### config.mk
export PLATFORM = sky130hd
export DESIGN_NAME = fir_stream_filter_flat
export DESIGN_NICKNAME = d
export VERILOG_FILES = /design/src/rtl/fir_stream_if.sv /design/src/rtl/fir_stream_filter.sv /design/src/flat_wrapper.sv
export SDC_FILE = /design/constraint.sdc
export NUM_CORES = 1
export LEC_CHECK = 0
export CELL_PAD_IN_SITES_DETAIL_PLACEMENT = 0
export CELL_PAD_IN_SITES_GLOBAL_PLACEMENT = 1
export CORE_MARGIN = 4
export CORE_UTILIZATION = 34
export DETAILED_ROUTE_END_ITERATION = 6
export GPL_TIMING_DRIVEN = 0
export HOLD_SLACK_MARGIN = 0.06
export PLACE_DENSITY = 0.73
export SLEW_MARGIN = 20
export SYNTH_ARGS = -nofsm -noshare
export SYNTH_HDL_FRONTEND = slang
export SYNTH_SLANG_ARGS = --single-unit
### constraint.sdc
create_clock -name clk -period 6.45 [get_ports clk]
set_input_delay 1.29 -clock clk [delete_from_list [all_inputs] [get_ports clk]]
set_output_delay 1.29 -clock clk [all_outputs]
set_load 0.005 [all_outputs]
### src/rtl/fir_stream_if.sv
// Stream bundle for fir_stream_filter: input samples, output samples
// and parity-error status.
interface fir_stream_if #(
    parameter int DATA_W    = 16,
    parameter int ERR_CNT_W = 8
);
    logic [DATA_W-1:0]    x_data;
    logic                 x_valid;
    logic                 x_parity;
    logic                 x_ready;
    logic [DATA_W-1:0]    y_data;
    logic                 y_valid;
    logic                 y_parity;
    logic                 y_ready;
    logic                 par_err;
    logic [ERR_CNT_W-1:0] err_cnt;

    modport master (
        output x_data, x_valid, x_parity, y_ready,
        input  x_ready, y_data, y_valid, y_parity, par_err, err_cnt
    );

    modport slave (
        input  x_data, x_valid, x_parity, y_ready,
        output x_ready, y_data, y_valid, y_parity, par_err, err_cnt
    );
endinterface

### src/rtl/fir_stream_filter.sv
// Two-stage pipelined N-tap FIR with valid/ready handshakes, bypass,
// synchronous clear and input parity checking.
module fir_stream_filter #(
    parameter int DATA_W    = 16,
    parameter int N_TAPS    = 4,
    parameter int COEF_W    = 8,
    parameter logic [N_TAPS*COEF_W-1:0] COEFS = {N_TAPS{COEF_W'(1)}},
    parameter int SHIFT     = 0,
    parameter int ERR_CNT_W = 8
) (
    input logic         clk,
    input logic         rst,
    input logic         clear,
    input logic         bypass,
    fir_stream_if.slave s
);
    localparam int GUARD  = (N_TAPS > 1) ? $clog2(N_TAPS) : 1;
    localparam int PROD_W = DATA_W + COEF_W;
    localparam int ACC_W  = PROD_W + GUARD;

    logic signed [DATA_W-1:0] d_q    [N_TAPS];
    logic signed [DATA_W-1:0] d_next [N_TAPS];
    logic signed [PROD_W-1:0] p_q    [N_TAPS];
    logic signed [PROD_W-1:0] p_d    [N_TAPS];
    logic signed [COEF_W-1:0] coef   [N_TAPS];

    logic                 s1_valid_q;
    logic                 y_valid_q;
    logic                 y_parity_q;
    logic [DATA_W-1:0]    y_data_q;
    logic                 par_err_q;
    logic [ERR_CNT_W-1:0] err_cnt_q;

    logic                     en;
    logic                     xfer;
    logic                     bad;
    logic signed [DATA_W-1:0] sample;
    logic signed [ACC_W-1:0]  acc;
    logic signed [ACC_W-1:0]  acc_sh;
    logic [ACC_W-DATA_W:0]    hi;
    logic [DATA_W-1:0]        sat;
    logic [DATA_W-1:0]        y_d;

    for (genvar k = 0; k < N_TAPS; k++) begin : g_coef
        assign coef[k] = COEFS[k*COEF_W +: COEF_W];
    end

    assign en        = !y_valid_q || s.y_ready;
    assign s.x_ready = en && !clear && rst;
    assign xfer      = s.x_valid && s.x_ready;
    assign bad       = s.x_parity != ^s.x_data;
    assign sample    = bad ? '0 : $signed(s.x_data);

    always_comb begin
        for (int k = 0; k < N_TAPS; k++) begin
            d_next[k] = d_q[k];
        end
        if (xfer) begin
            d_next[0] = sample;
            for (int k = 1; k < N_TAPS; k++) begin
                d_next[k] = d_q[k-1];
            end
        end
    end

    always_comb begin
        for (int k = 0; k < N_TAPS; k++) begin
            p_d[k] = $signed({{COEF_W{d_next[k][DATA_W-1]}}, d_next[k]})
                   * $signed({{DATA_W{coef[k][COEF_W-1]}}, coef[k]});
        end
    end

    // Saturate when the bits above the output sign are not all sign copies.
    always_comb begin
        acc = '0;
        for (int k = 0; k < N_TAPS; k++) begin
            acc = acc + $signed({{GUARD{p_q[k][PROD_W-1]}}, p_q[k]});
        end
        acc_sh = acc >>> SHIFT;
        hi     = acc_sh[ACC_W-1:DATA_W-1];
        if ((&hi) || !(|hi)) begin
            sat = acc_sh[DATA_W-1:0];
        end else if (acc_sh[ACC_W-1]) begin
            sat = {1'b1, {(DATA_W-1){1'b0}}};
        end else begin
            sat = {1'b0, {(DATA_W-1){1'b1}}};
        end
        y_d = bypass ? d_q[0] : sat;
    end

    always_ff @(posedge clk or negedge rst) begin
        if (!rst) begin
            for (int k = 0; k < N_TAPS; k++) begin
                d_q[k] <= '0;
                p_q[k] <= '0;
            end
            s1_valid_q <= 1'b0;
            y_valid_q  <= 1'b0;
            y_data_q   <= '0;
            y_parity_q <= 1'b0;
            par_err_q  <= 1'b0;
            err_cnt_q  <= '0;
        end else if (clear) begin
            for (int k = 0; k < N_TAPS; k++) begin
                d_q[k] <= '0;
                p_q[k] <= '0;
            end
            s1_valid_q <= 1'b0;
            y_valid_q  <= 1'b0;
            par_err_q  <= 1'b0;
            err_cnt_q  <= '0;
        end else if (en) begin
            for (int k = 0; k < N_TAPS; k++) begin
                d_q[k] <= d_next[k];
                p_q[k] <= p_d[k];
            end
            s1_valid_q <= xfer;
            y_valid_q  <= s1_valid_q;
            y_data_q   <= y_d;
            y_parity_q <= ^y_d;
            if (xfer && bad) begin
                par_err_q <= 1'b1;
                if (err_cnt_q != '1) begin
                    err_cnt_q <= err_cnt_q + ERR_CNT_W'(1);
                end
            end
        end
    end

    assign s.y_data   = y_data_q;
    assign s.y_valid  = y_valid_q;
    assign s.y_parity = y_parity_q;
    assign s.par_err  = par_err_q;
    assign s.err_cnt  = err_cnt_q;
endmodule

### src/flat_wrapper.sv
// flat-port wrapper written by rule: the top's interface ports become plain ports
module fir_stream_filter_flat 
#(
    parameter int DATA_W    = 16,
    parameter int N_TAPS    = 4,
    parameter int COEF_W    = 8,
    parameter logic [N_TAPS*COEF_W-1:0] COEFS = {N_TAPS{COEF_W'(1)}},
    parameter int SHIFT     = 0,
    parameter int ERR_CNT_W = 8
)
  (clk, rst, clear, bypass, s_x_data, s_x_valid, s_x_parity, s_y_ready, s_x_ready, s_y_data, s_y_valid, s_y_parity, s_par_err, s_err_cnt);
  fir_stream_if #(.DATA_W(DATA_W), .ERR_CNT_W(ERR_CNT_W)) s_i ();
  input logic clk;
  input logic rst;
  input logic clear;
  input logic bypass;
  input wire logic [$bits(s_i.x_data)-1:0] s_x_data;
  input wire logic [$bits(s_i.x_valid)-1:0] s_x_valid;
  input wire logic [$bits(s_i.x_parity)-1:0] s_x_parity;
  input wire logic [$bits(s_i.y_ready)-1:0] s_y_ready;
  output wire logic [$bits(s_i.x_ready)-1:0] s_x_ready;
  output wire logic [$bits(s_i.y_data)-1:0] s_y_data;
  output wire logic [$bits(s_i.y_valid)-1:0] s_y_valid;
  output wire logic [$bits(s_i.y_parity)-1:0] s_y_parity;
  output wire logic [$bits(s_i.par_err)-1:0] s_par_err;
  output wire logic [$bits(s_i.err_cnt)-1:0] s_err_cnt;
  assign s_i.x_data = s_x_data;
  assign s_i.x_valid = s_x_valid;
  assign s_i.x_parity = s_x_parity;
  assign s_i.y_ready = s_y_ready;
  assign s_x_ready = s_i.x_ready;
  assign s_y_data = s_i.y_data;
  assign s_y_valid = s_i.y_valid;
  assign s_y_parity = s_i.y_parity;
  assign s_par_err = s_i.par_err;
  assign s_err_cnt = s_i.err_cnt;
  fir_stream_filter #(.DATA_W(DATA_W), .N_TAPS(N_TAPS), .COEF_W(COEF_W), .COEFS(COEFS), .SHIFT(SHIFT), .ERR_CNT_W(ERR_CNT_W)) u_core (.clk(clk), .rst(rst), .clear(clear), .bypass(bypass), .s(s_i));
endmodule
==> metrics.txt <==
status=finished clean; Clock Tree Buf Depth=2; Main synth FF type=dfrtp_1; fin crit period=5.48 ns; CTS Sinks=92; placed inst area=0.00696 mm2; Synth async-reset ratio=1.00; core area=0.0175 mm2; non-filler instance count after layout=940; Avg Inst Size Synth=9.49 um2; io pins=51; setup TNS=0 ns; Reg power frac=0.395; DR iter-0 viols=369; Post-Synthesis Cells=649; P_int=0.00113 W; Setup crit end kind=register; Avg Vias per Cell=5.24; Final GP Congestion=0.887; clk root buf=clkbuf_16; Rows=48; Avg WL per Cell=18.1 um; RSZ-0062 raised after global routing=false; fin area=0.00725 mm2; share of layout cells above drive strength 1=0.0727; VDD IR-drop max=0.179 mV; Fmax=183 MHz; Post-CTS Repair Setup Buffers=0; first-pass GRT wire length=27800 um; P_leak=3.20 nW; pin count of the biggest net entering global routing=82; total gr overflow=0; H-tree Lvls=3; Die W=143 um; final period utilization=0.849; initial antenna violation count=0; Post-synth EDFFs=0; nets@finish=785; worst endpoint required time=6.73 ns; worst slew pin tran=0.682 ns; Post-Syn Area=0.00616 mm2; area delta synth->final=17.6%; most common cell after layout, fill and taps aside=dfrtp_1; placed cells=924; Max FO, Critical Path=6; die area=0.0203 mm2; Final ANT Viol Nets=0; CTS tree=done; clock network fraction of total power=0.301; post-synthesis sequential area ratio=0.374; most frequent cells in the layout=dfrtp_1, nand2_1, inv_1; Clk pin slew, worst setup/hold paths=0.07 ns; CTS buffer count=9; Final Hold Fails=0; hpwl dp=13200 um; number of global-route vias before repair=5095; crit path launch type=register; final max-slew violation count=0; Die Ht=143 um; post-cts sizing count=0; clk_lat worst skew=0.36 ns; residual DRC count=0; MaxCap Viol Count=0; #FFs+latches synth=92; Routed WL=17000 um; post-route clock skew=0.00590 ns; Crit Path Class=reg2reg; Syn. warnings=0; Gate power share=0.304; Total GRT Usage=0.175; Slew HR=0.545; Net Switching=0.000579 W; power per cell area=236 mW/mm2; DR vias=4927; count of endpoints failing setup in the final report=0; worst path arrival time=5.76 ns; fin util=0.413; Synth Net Count=724; Synth cell types=69; port buffer count=49; Starting Density=0.351; Min-Delay Path Class=reg2reg; Diodes inserted=0; 1st-pass router iterations=5; CTS Hold Bufs=0; switching share of power=0.338
final cells by class:
class	count	area, um2
inverter	85	319
tap	225	282
timing repair buffer	50	519
sequential	92	2300
multi-input combinational	441	3380
buffer	31	158
clock buffer	9	225
fill	1711	10300
clock inverter	7	60.1
cell usage after synthesis, types with 3 or more instances:
| master | number | area share |
|---|---|---|
| nand2_1 | 89 | 0.054 |
| nor2_1 | 29 | 0.018 |
| o21ai_0 | 26 | 0.021 |
| o21a_1 | 7 | 0.0085 |
| o211a_1 | 4 | 0.0065 |
| ha_1 | 19 | 0.039 |
| nor2b_1 | 4 | 0.0041 |
| xor2_1 | 13 | 0.018 |
| fa_1 | 33 | 0.11 |
| a211o_1 | 6 | 0.0085 |
| inv_1 | 84 | 0.051 |
| o211ai_1 | 8 | 0.0098 |
| nand3_1 | 6 | 0.0049 |
| nor3_1 | 7 | 0.0057 |
| a21oi_2 | 3 | 0.0043 |
| a21oi_1 | 20 | 0.016 |
| o31ai_1 | 45 | 0.055 |
| a21o_2 | 3 | 0.0043 |
| a21o_1 | 7 | 0.0085 |
| dfrtp_1 | 92 | 0.37 |
| nand4_1 | 6 | 0.0061 |
| a31oi_1 | 5 | 0.0051 |
| buf_1 | 4 | 0.0024 |
| a22o_1 | 17 | 0.024 |
| clkbuf_8 | 3 | 0.0067 |
| mux2i_1 | 3 | 0.0049 |
| o22ai_1 | 4 | 0.0041 |
| a211oi_1 | 6 | 0.0073 |
| clkbuf_1 | 20 | 0.012 |
| xnor2_1 | 25 | 0.036 |
kinds of logic after synthesis:
kind of cell               count (synthesis)  share of synthesized area
xor gates and xnor gates                  39                     0.0567
AOI/OAI and AO/OA                        183                      0.219
muxes                                      3                    0.00488
buffers and inverters                    116                     0.0774
and+or+nand+nor                          164                      0.122
DFF                                       92                      0.374
adders and majority gates                 52                      0.146
power by group through the flow:
stage                     clock (W)  combinational (W)  sequential [W]
after floorplan                   0           0.000327        0.000672
after CTS                  0.000533           0.000523        0.000676
after detailed placement          0           0.000521        0.000687
after global placement            0           0.000512        0.000685
after global routing       0.000561           0.000578        0.000683
final                      0.000515           0.000520        0.000675
per-layer routing:
metal | routed length [um] | track usage | vias to the layer above
met5 | 0 | 0 | -
met4 | 449 | 0.0570 | 0
met3 | 900 | 0.0420 | 26
met2 | 7730 | 0.274 | 130
met1 | 7910 | 0.239 | 2414
li1 | - | - | 2357
registers in the layout, summed over array words and instances, names as in the netlist:
signal and cells:
u_core.s1_valid_q 1, u_core.s.y_valid 1, u_core.s.y_parity 1, u_core.p_q 64, u_core.s.err_cnt 8, u_core.s.y_data 16
u_core.s.par_err 1
stage by stage:
| stage | total power, W | setup WS, ns | hold WS (ns) |
|---|---|---|---|
| after floorplan | 0.000999 | 1.43 | 0.449 |
| after CTS | 0.00173 | 0.993 | 0.483 |
| after global placement | 0.00120 | -0.669 | 0.454 |
| final | 0.00171 | 0.972 | 0.477 |
| after global routing | 0.00182 | 0.659 | 0.503 |
| after detailed placement | 0.00121 | 1.03 | 0.468 |
path summary, 6_finish.rpt:
path | startpoint | endpoint | slack [ns] | depth (start not counted)
worst max-delay path | u_core.p_q[1]$_DFFE_PN0P_ | u_core.s.y_parity$_DFFE_PN0P_ | 0.97 | 18
worst min-delay path | u_core.p_q[32]$_DFFE_PN0P_ | u_core.p_q[8]$_DFFE_PN0P_ | 0.48 | 2
worst max register to register | u_core.p_q[1]$_DFFE_PN0P_ | u_core.s.y_parity$_DFFE_PN0P_ | 0.97 | 18
worst min register to register | u_core.p_q[32]$_DFFE_PN0P_ | u_core.p_q[8]$_DFFE_PN0P_ | 0.48 | 2
max in group asynchronous | rst | u_core.s.y_data[10]$_DFFE_PN0P_ | 5.07 | 2
min in group asynchronous | rst | u_core.p_q[36]$_DFFE_PN0P_ | 0.75 | 1
worst max-delay path: stages, from the launching register on:
cell and delay (ns):
dfrtp_1 0.32, inv_1 0.06, fa_1 0.54, inv_1 0.05, fa_1 0.45, ha_1 0.24, fa_1 0.43, a211o_1 0.32
a211oi_2 0.34, or2_1 0.22, a21oi_2 0.08, xnor2_1 0.21, a41oi_1 0.56, a21oi_1 0.19, a211o_2 0.38, a211o_1 0.31
a22o_1 0.22, a211o_1 0.30, a31oi_1 0.16
(Power assumes the default switching activity.)
